`config.mk`:
```
export PLATFORM = sky130hd
export DESIGN_NAME = load_unit_flat
export DESIGN_NICKNAME = d
export VERILOG_FILES = /design/src/rtl/load_unit_pkg.sv /design/src/rtl/load_unit_if.sv /design/src/rtl/load_unit_decoder.sv /design/src/rtl/load_unit.sv /design/src/flat_wrapper.sv
export SDC_FILE = /design/constraint.sdc
export NUM_CORES = 1
export LEC_CHECK = 0
export CORE_MARGIN = 2
export CORE_UTILIZATION = 47
export CTS_CLUSTER_DIAMETER = 40
export DETAILED_ROUTE_END_ITERATION = 6
export GPL_ROUTABILITY_DRIVEN = 0
export PLACE_DENSITY = 0.78
export SETUP_SLACK_MARGIN = 0.4
export SLEW_MARGIN = 20
export SYNTH_ARGS = -nofsm -noshare
export SYNTH_HDL_FRONTEND = slang
export SYNTH_SLANG_ARGS = --single-unit
```
`constraint.sdc`:
```
create_clock -name clk -period 2.1 [get_ports clk]
set_input_delay 0.63 -clock clk [delete_from_list [all_inputs] [get_ports clk]]
set_output_delay 0.63 -clock clk [all_outputs]
set_load 0.005 [all_outputs]
```
`src/rtl/load_unit_pkg.sv`:
```
// Shared types and helpers for the load path: load op encoding, FSM states,
// alignment check and byte-lane extraction/extension.
package load_unit_pkg;

   localparam int unsigned LoadOpWidth = 3;

   typedef enum logic [LoadOpWidth-1:0] {
      LoadLb,
      LoadLh,
      LoadLw,
      LoadLbu,
      LoadLhu,
      LoadIll
   } load_op_e;

   typedef enum logic [1:0] {
      StIdle,
      StReq0,
      StReq1,
      StDone
   } load_state_e;

   function automatic logic is_misaligned(load_op_e op, logic [1:0] off);
      logic mis;
      mis = 1'b0;
      case (op)
         LoadLh, LoadLhu: mis = (off == 2'd3);
         LoadLw:          mis = (off != 2'd0);
         default:         mis = 1'b0;
      endcase
      return mis;
   endfunction

   // w1 is the following word for split loads, zero otherwise.
   function automatic logic [31:0] load_extract(load_op_e op, logic [1:0] off,
                                                logic [31:0] w1, logic [31:0] w0);
      logic [31:0] x;
      logic [31:0] res;
      x = 32'({w1, w0} >> {off, 3'b000});
      case (op)
         LoadLb:  res = {{24{x[7]}}, x[7:0]};
         LoadLbu: res = {24'h0, x[7:0]};
         LoadLh:  res = {{16{x[15]}}, x[15:0]};
         LoadLhu: res = {16'h0, x[15:0]};
         default: res = x;
      endcase
      return res;
   endfunction

endpackage

```
`src/rtl/load_unit_if.sv`:
```
// Native memory bus (valid/ready) as seen by the load unit.
interface load_unit_if;
   logic        mem_valid;
   logic        mem_ready;
   logic [31:0] mem_addr;
   logic [31:0] mem_rdata;
   logic [3:0]  mem_wstrb;

   modport master (
      output mem_valid, mem_addr, mem_wstrb,
      input  mem_ready, mem_rdata
   );

   modport slave (
      input  mem_valid, mem_addr, mem_wstrb,
      output mem_ready, mem_rdata
   );
endinterface

```
`src/rtl/load_unit_decoder.sv`:
```
// Combinational funct3 to load op decode; mirror of the store decoder.
module load_unit_decoder
   import load_unit_pkg::*;
(
   input  logic [2:0] funct3_i,
   output load_op_e   op_o
);

   always_comb begin
      op_o = LoadIll;
      case (funct3_i)
         3'b000:  op_o = LoadLb;
         3'b001:  op_o = LoadLh;
         3'b010:  op_o = LoadLw;
         3'b100:  op_o = LoadLbu;
         3'b101:  op_o = LoadLhu;
         default: op_o = LoadIll;
      endcase
   end

endmodule

```
`src/rtl/load_unit.sv`:
```
// Multicycle load unit: issues one or two word reads, then extracts and extends
// the addressed byte/halfword/word and pulses done for one cycle.
module load_unit
   import load_unit_pkg::*;
#(
   parameter bit          SPLIT_MISALIGNED = 1'b1,
   parameter logic [31:0] RESET_RDATA      = 32'h0
) (
   input  logic        clk,
   input  logic        reset,
   input  logic        start_i,
   input  logic [2:0]  funct3_i,
   input  logic [31:0] addr_i,
   output logic        busy_o,
   output logic        done_o,
   output logic [31:0] rd_data_o,
   output logic        misaligned_o,
   output logic        illegal_o,
   load_unit_if.master mem
);

   load_op_e    dec_op;
   logic        start_mis;

   load_state_e state_q;
   load_op_e    op_q;
   logic [1:0]  off_q;
   logic        split_q;
   logic [31:0] w0_q;
   logic [31:0] mem_addr_q;
   logic [31:0] rd_data_q;
   logic        busy_q;
   logic        done_q;
   logic        mis_q;
   logic        ill_q;
   logic        valid_q;

   load_unit_decoder u_decoder (
      .funct3_i (funct3_i),
      .op_o     (dec_op)
   );

   assign start_mis = is_misaligned(dec_op, addr_i[1:0]);

   always_ff @(posedge clk) begin
      if (reset) begin
         state_q    <= StIdle;
         op_q       <= LoadLb;
         off_q      <= 2'd0;
         split_q    <= 1'b0;
         w0_q       <= 32'h0;
         mem_addr_q <= 32'h0;
         rd_data_q  <= RESET_RDATA;
         busy_q     <= 1'b0;
         done_q     <= 1'b0;
         mis_q      <= 1'b0;
         ill_q      <= 1'b0;
         valid_q    <= 1'b0;
      end else begin
         unique case (state_q)
            StIdle: begin
               if (start_i) begin
                  op_q    <= dec_op;
                  off_q   <= addr_i[1:0];
                  split_q <= start_mis;
                  if (dec_op == LoadIll) begin
                     state_q   <= StDone;
                     done_q    <= 1'b1;
                     ill_q     <= 1'b1;
                     rd_data_q <= RESET_RDATA;
                  end else if (start_mis && !SPLIT_MISALIGNED) begin
                     state_q   <= StDone;
                     done_q    <= 1'b1;
                     mis_q     <= 1'b1;
                     rd_data_q <= RESET_RDATA;
                  end else begin
                     state_q    <= StReq0;
                     busy_q     <= 1'b1;
                     valid_q    <= 1'b1;
                     mem_addr_q <= {addr_i[31:2], 2'b00};
                  end
               end
            end
            StReq0: begin
               if (mem.mem_ready) begin
                  valid_q <= 1'b0;
                  if (split_q) begin
                     w0_q       <= mem.mem_rdata;
                     mem_addr_q <= mem_addr_q + 32'd4;
                     state_q    <= StReq1;
                  end else begin
                     rd_data_q <= load_extract(op_q, off_q, 32'h0, mem.mem_rdata);
                     state_q   <= StDone;
                     busy_q    <= 1'b0;
                     done_q    <= 1'b1;
                  end
               end
            end
            StReq1: begin
               // First cycle in this state is the mandatory idle gap on the bus.
               if (!valid_q) begin
                  valid_q <= 1'b1;
               end else if (mem.mem_ready) begin
                  valid_q   <= 1'b0;
                  rd_data_q <= load_extract(op_q, off_q, mem.mem_rdata, w0_q);
                  state_q   <= StDone;
                  busy_q    <= 1'b0;
                  done_q    <= 1'b1;
                  mis_q     <= 1'b1;
               end
            end
            StDone: begin
               done_q  <= 1'b0;
               mis_q   <= 1'b0;
               ill_q   <= 1'b0;
               state_q <= StIdle;
            end
            default: state_q <= StIdle;
         endcase
      end
   end

   assign busy_o        = busy_q;
   assign done_o        = done_q;
   assign rd_data_o     = rd_data_q;
   assign misaligned_o  = mis_q;
   assign illegal_o     = ill_q;
   assign mem.mem_valid = valid_q;
   assign mem.mem_addr  = mem_addr_q;
   assign mem.mem_wstrb = 4'b0000;

endmodule
```
`src/flat_wrapper.sv`:
```
// flat-port wrapper written by rule: the top's interface ports become plain ports
module load_unit_flat import load_unit_pkg::*;
#(
   parameter bit          SPLIT_MISALIGNED = 1'b1,
   parameter logic [31:0] RESET_RDATA      = 32'h0
)
  (clk, reset, start_i, funct3_i, addr_i, busy_o, done_o, rd_data_o, misaligned_o, illegal_o, mem_mem_valid, mem_mem_addr, mem_mem_wstrb, mem_mem_ready, mem_mem_rdata);
  load_unit_if mem_i ();
  input  logic clk;
  input  logic reset;
  input  logic start_i;
  input  logic [2:0] funct3_i;
  input  logic [31:0] addr_i;
  output logic busy_o;
  output logic done_o;
  output logic [31:0] rd_data_o;
  output logic misaligned_o;
  output logic illegal_o;
  output wire logic [$bits(mem_i.mem_valid)-1:0] mem_mem_valid;
  output wire logic [$bits(mem_i.mem_addr)-1:0] mem_mem_addr;
  output wire logic [$bits(mem_i.mem_wstrb)-1:0] mem_mem_wstrb;
  input wire logic [$bits(mem_i.mem_ready)-1:0] mem_mem_ready;
  input wire logic [$bits(mem_i.mem_rdata)-1:0] mem_mem_rdata;
  assign mem_mem_valid = mem_i.mem_valid;
  assign mem_mem_addr = mem_i.mem_addr;
  assign mem_mem_wstrb = mem_i.mem_wstrb;
  assign mem_i.mem_ready = mem_mem_ready;
  assign mem_i.mem_rdata = mem_mem_rdata;
  load_unit #(.SPLIT_MISALIGNED(SPLIT_MISALIGNED), .RESET_RDATA(RESET_RDATA)) u_core (.clk(clk), .reset(reset), .start_i(start_i), .funct3_i(funct3_i), .addr_i(addr_i), .busy_o(busy_o), .done_o(done_o), .rd_data_o(rd_data_o), .misaligned_o(misaligned_o), .illegal_o(illegal_o), .mem(mem_i));
endmodule
```
# Word level (Yosys, flattened, before mapping)
# Cells that the tools add are included.
word_totals:
  register_bits: 109
  elab_cells: 99
  in_bits: 71
  output_inout_bits: 73
classes:
  shifts: 2
  n_reduce_logical: 19
  n_mux: 42
  n_eq_ne: 23
  add_sub_neg: 1
ops:
  columns: ["cell", "count"]
  rows:
  - ["$mux W32", 10]
  - ["$pmux W32 S4", 2]
  - ["$pmux W32 S3", 1]
  - ["$pmux W32 S2", 1]
  - ["$shr A64 B5 Y32", 1]
  - ["$add A32 B3 Y32 const B", 1]
  - ["$shr A32 B5 Y32", 1]
  - ["$eq A3 B3 Y1 const B", 5]
  - ["$mux W1", 15]
  - ["$pmux W3 S5", 1]
  - ["$reduce_and A7 Y1", 2]
  - ["$mux W2", 5]
  - ["$ne A2 B2 Y1 const B", 5]
  - ["$eq A3 B1 Y1 const B", 3]
  - ["$eq A3 B2 Y1 const B", 3]
  - ["$reduce_and A3 Y1", 3]
  - ["$pmux W2 S4", 1]
  - ["$reduce_and A4 Y1", 2]
  - ["$reduce_bool A2 Y1", 4]
  - ["$eq A2 B2 Y1 const B", 3]
  - ["$logic_not A3 Y1", 2]
  - ["$ne A2 B1 Y1 const B", 3]
  - ["$pmux W1 S2", 3]
  - ["$pmux W1 S3", 2]
  - ["other kinds (8)", 8]

# Depth between registers and ports, before layout
logic_depth:
  ltp_word: 6
  ltp_mapped: 10
  ltp_nobuf: 7

# Hierarchy
# Synthesis repeated with hierarchy kept, for this count alone.
unflattened:
  cells_unflattened: 840
  hier_area_um2: 6642.6
by_module_without_submodules:
  columns: ["mod", "seq_area_each_um2", "area_each_um2", "cells_each", "n_inst"]
  rows:
  - ["load_unit", 2142.1, 6603.8, 835, 1]
  - ["load_unit_decoder", 0.0, 38.8, 5, 1]

# Least setup slack after synthesis
# OpenSTA, ideal clock, no wires.
synth_path:
  path_type: "register to register"
  start: "register u_core.state_q[0]"
  end: "register u_core.rd_data_q[24], in the netlist u_core.rd_data_o[24]"
  setup_time_ns: 0.060
  n_path_buf: 0
  path_stages_with_launch: 8
  required_ns: 2.040
  synth_period_minus_slack_ns: 2.217
  setup_slack_ns: -0.117
  t_arrival_ns: 2.156
  cell_sequence: "dfxtp_1 -> inv_1 -> ha_1 -> nor2b_1 -> nor4_4 -> nand2_2 -> nor4_4 -> a221o_1"
synth_via:
  elab_chain_cells: 3
  word_cells_on_any_way: 12
  classes_between: "eq/ne (8); mux (1); reduce/logical (3)"
synth_rtl:
  columns: ["item", "line", "text"]
  rows:
  - ["start: declaration", "load_unit.sv:25", "load_state_e state_q;"]
  - ["start signal: assignment", "load_unit.sv:47", "state_q <= StIdle;"]
  - ["start signal: assignment", "load_unit.sv:67", "state_q <= StDone;"]
  - ["start signal: assignment", "load_unit.sv:72", "state_q <= StDone;"]
  - ["$eq A2 B1 Y1 (tied with other cells)", "load_unit.sv:60", "unique case (state_q)"]
  - ["$ne A2 B2 Y1 (no source line) (tied with other cells)", null, null]
  - ["$reduce_and A7 Y1 (no source line)", null, null]
  - ["end signal: assignment", "load_unit.sv:92", "rd_data_q <= load_extract(op_q, off_q, 32'h0, mem.mem_rdata);"]
  - ["end signal: assignment", "load_unit.sv:105", "rd_data_q <= load_extract(op_q, off_q, mem.mem_rdata, w0_q);"]
  - ["end: declaration", "load_unit.sv:31", "logic [31:0] rd_data_q;"]
# Parallel ways exist; a longest one is shown, timed or not.
# A chain may end at the register's enable or synchronous reset.

# Worst setup path after layout
layout_path:
  start: "register u_core.state_q[1]"
  end: "register u_core.mem_addr_q[6], in the netlist u_core.mem.mem_addr[6]"
layout_via:
  elab_chain_cells: 3
  word_cells_on_any_way: 9
  classes_between: "eq/ne (5); mux (1); reduce/logical (3)"
layout_rtl:
  columns: ["item", "line", "text"]
  rows:
  - ["$eq A2 B1 Y1 / $logic_not A2 Y1 (equally long branches)", "load_unit.sv:60", null]
  - ["$ne A2 B1 Y1 (no source line) (tied with other cells)", null, null]
  - ["$reduce_and A5 Y1 (no source line)", null, null]
  - ["end signal: assignment", "load_unit.sv:80", "mem_addr_q <= {addr_i[31:2], 2'b00};"]
  - ["end signal: assignment", "load_unit.sv:89", "mem_addr_q <= mem_addr_q + 32'd4;"]
  - ["end: declaration", "load_unit.sv:30", "logic [31:0] mem_addr_q;"]
# Parallel ways exist; a longest one is shown, timed or not.

==> results by group <==
Synthesis
  – Cells taking the most area after synthesis: dfxtp_1, nand2_1, mux4_2
  – Most common cell in the netlist: nand2_1
  – Synth Instances: 847
  – Post-synth top area cell: dfxtp_1
  – Warnings, synthesis: 0
  – Yosys reg bits: 107
  – Yosys top cell area share: 31.7%
  – Mean post-synth cell area: 7.98 sq um
  – Synthesized area: 0.00676 sq mm
  – Ys flop type: dfxtp_1
  – Ys async rst share: 0%
  – Library cells used by synthesis: 65
  – Number of flops mapped to enable cells by yosys: 0
  – Top post-synthesis cells by count: nand2_1, dfxtp_1, a21oi_1
  – Sequential area share after synthesis: 31.7%

Clock network
  – H-tree levels: 3
  – CTS Sinks: 107
  – Clock latency on the worst-skew pair: 0.37 ns
  – Root Buffer: clkbuf_16
  – CTS clk-pin slew, worst paths: 0.08 ns
  – CTS tree: yes
  – Clock Path Buffers: 2
  – CTS buffer count: 9

Route
  – Drc violations: 16
  – Vias: 8,997
  – WL per Instance: 24.7 um
  – Drt first pass iters: 7
  – Routed WL: 32.5 mm
  – DRT antenna net count: 0
  – Vias per cell: 6.84
  – Initial DRC count: 1,282

Status
  – Status: finished, violations left
  – Failing checks: DRC, setup timing

Final layout
  – Final core occ: 79.3%
  – Nets: 1,205
  – Layout cells sized above 1: 37.6%
  – Final Non-Filler Cells: 1,315
  – Area delta synth->final: 64.0%
  – Design area: 0.0111 sq mm
  – Fillcell total: 816

Timing
  – Worst Skew: 0.00934 ns
  – RSZ-0062 raised after global routing: true
  – Sum Neg Setup Slack: -0.526 ns
  – Final Critical Period: 2.17 ns
  – Final Hold Viols: 0
  – Hold Slack: 0.466 ns
  – Worst-Margin Slew: 0.588 ns
  – Fmax: 460 MHz
  – Setup ws final: -0.0750 ns
  – Slew Viols, Final: 0
  – Fin crit share: 104%
  – Slew margin rel.: 60.7%
  – # setup viols final: 18

Global route
  – Total GRT Usage: 35.0%
  – Largest net degree at the start of global routing: 51
  – Number of global-route vias before repair: 7,761
  – Initial antenna violation count: 3
  – GRT overflow: 0
  – First-pass GRT wire length: 41.3 mm

Min path
  – Min-delay worst type: flop to flop

Worst setup path
  – Critical Path Source Type: flop
  – CP Data Arrival Time: 2.39 ns
  – Worst Setup Path Type: flop to flop
  – Critical Path Fanout Max: 5
  – Req. time, crit path: 2.31 ns
  – Critical Path Sink Type: flop

Place
  – Setup WS pre-CTS: -0.650 ns
  – DP HPWL: 16.4 mm
  – # port buffers: 137
  – # placed instances: 1,204
  – Cell Area, Placed: 0.00914 sq mm

Die
  – Die area: 0.0154 sq mm
  – Die Wd: 124 um
  – I/O pin count: 144
  – Starting Density: 48.3%
  – # rows: 43
  – Vert. Die Dim: 124 um
  – Core area: 0.0140 sq mm

Pwr
  – Tot Pwr: 12.8 mW
  – Peak VDD IR: 0.000692 V
  – PD cells: 1150 mW/mm^2
  – Leakage: 4.45 nW

Run
  – Max-cap violations: 0
state kept, by name (all words and copies together) (netlist names):
signal / cells
u_core.mem.mem_addr: 30
u_core.op_q: 3
u_core.off_q: 2
u_core.w0_q: 32
u_core.rd_data_o: 32
u_core.illegal_o: 1
u_core.state_q: 2
u_core.misaligned_o: 1
u_core.mem.mem_valid: 1
u_core.split_q: 1
u_core.busy_o: 1
u_core.done_o: 1
logic make-up after synthesis:
kind of cell / after synthesis / synth area share (%)
AOI/OAI and AO/OA: 255 / 24.7
xor gates and xnor gates: 1 / 0.130
adders and majority gates: 6 / 1.11
buffers and inverters: 82 / 5.26
DFF: 107 / 31.7
muxes: 65 / 13.8
other: 1 / 0.0555
and+or+nand+nor: 330 / 23.3
where the power goes:
part           leakage (nW)  total [mW]  switching [mW]  internal [mW]
Combinational          3.42        8.12            4.07           4.04
Clock                 0.133        1.69           0.849          0.846
Sequential            0.897        2.96           0.453           2.50
cell usage in the layout, fill, tap and decap left out, types with 14 or more instances in the layout:
cell type and n:
dfxtp_1 57, buf_12 15, buf_4 137, buf_6 31
dfxtp_2 29, nor3_1 20, mux4_2 21, a21oi_1 69
clkdlybuf4s50_1 58, nand2_1 147, dlygate4sd2_1 66, mux2i_1 29
o21ai_0 19, a211o_1 14, nand3_1 19, dfxtp_4 21
nor2_1 51, a21oi_2 19
worst max-delay path: stages (launching register included):
cell     delay (ns)
dfxtp_4        0.41
inv_6          0.07
ha_4           0.19
buf_6          0.12
and3_4         0.17
o211a_4        0.27
buf_6          0.13
buf_8          0.13
o21ai_4        0.06
a22oi_2        0.08
nor2_1         0.38
cell type report:
class,count,area (sq um),area share [%]
inverters,13,68.8,0.621
flip-flops and latches,107,2260,20.4
diodes,2,5.00,0.0451
clock buffers,11,243,2.19
multi-input cells,664,4990,45.0
well taps,180,225,2.03
repair buffers,333,3260,29.4
clock inverters,5,37.5,0.339
worst paths after layout:
check,startpoint,endpoint,slack (ns),cells past startpoint
worst max-delay path,u_core.state_q[1],u_core.mem.mem_addr[6],-0.07,10
worst min-delay path,u_core.w0_q[2],u_core.w0_q[2],0.47,2
worst max register to register,u_core.state_q[1],u_core.mem.mem_addr[6],-0.07,10
worst min register to register,u_core.w0_q[2],u_core.w0_q[2],0.47,2
repair_timing:
item                       in CTS  in global routing
gates resized for setup       227                 79
hold buffers                    0                  0
setup endpoints to repair     166                104
pin swaps                      43                 35
gates cloned                   10                  3
buffers inserted               57                 23
per-layer routing:
metal | part of all wire (%) | GRT usage (%) | vias to the layer above
li1 | - | - | 3688
met1 | 36 | 47.5 | 4146
met2 | 44 | 54.5 | 858
met3 | 13 | 7.88 | 305
met4 | 7.6 | 13.3 | 0
met5 | 0 | 0 | -
No activity file was read; power rests on OpenSTA's default activity.
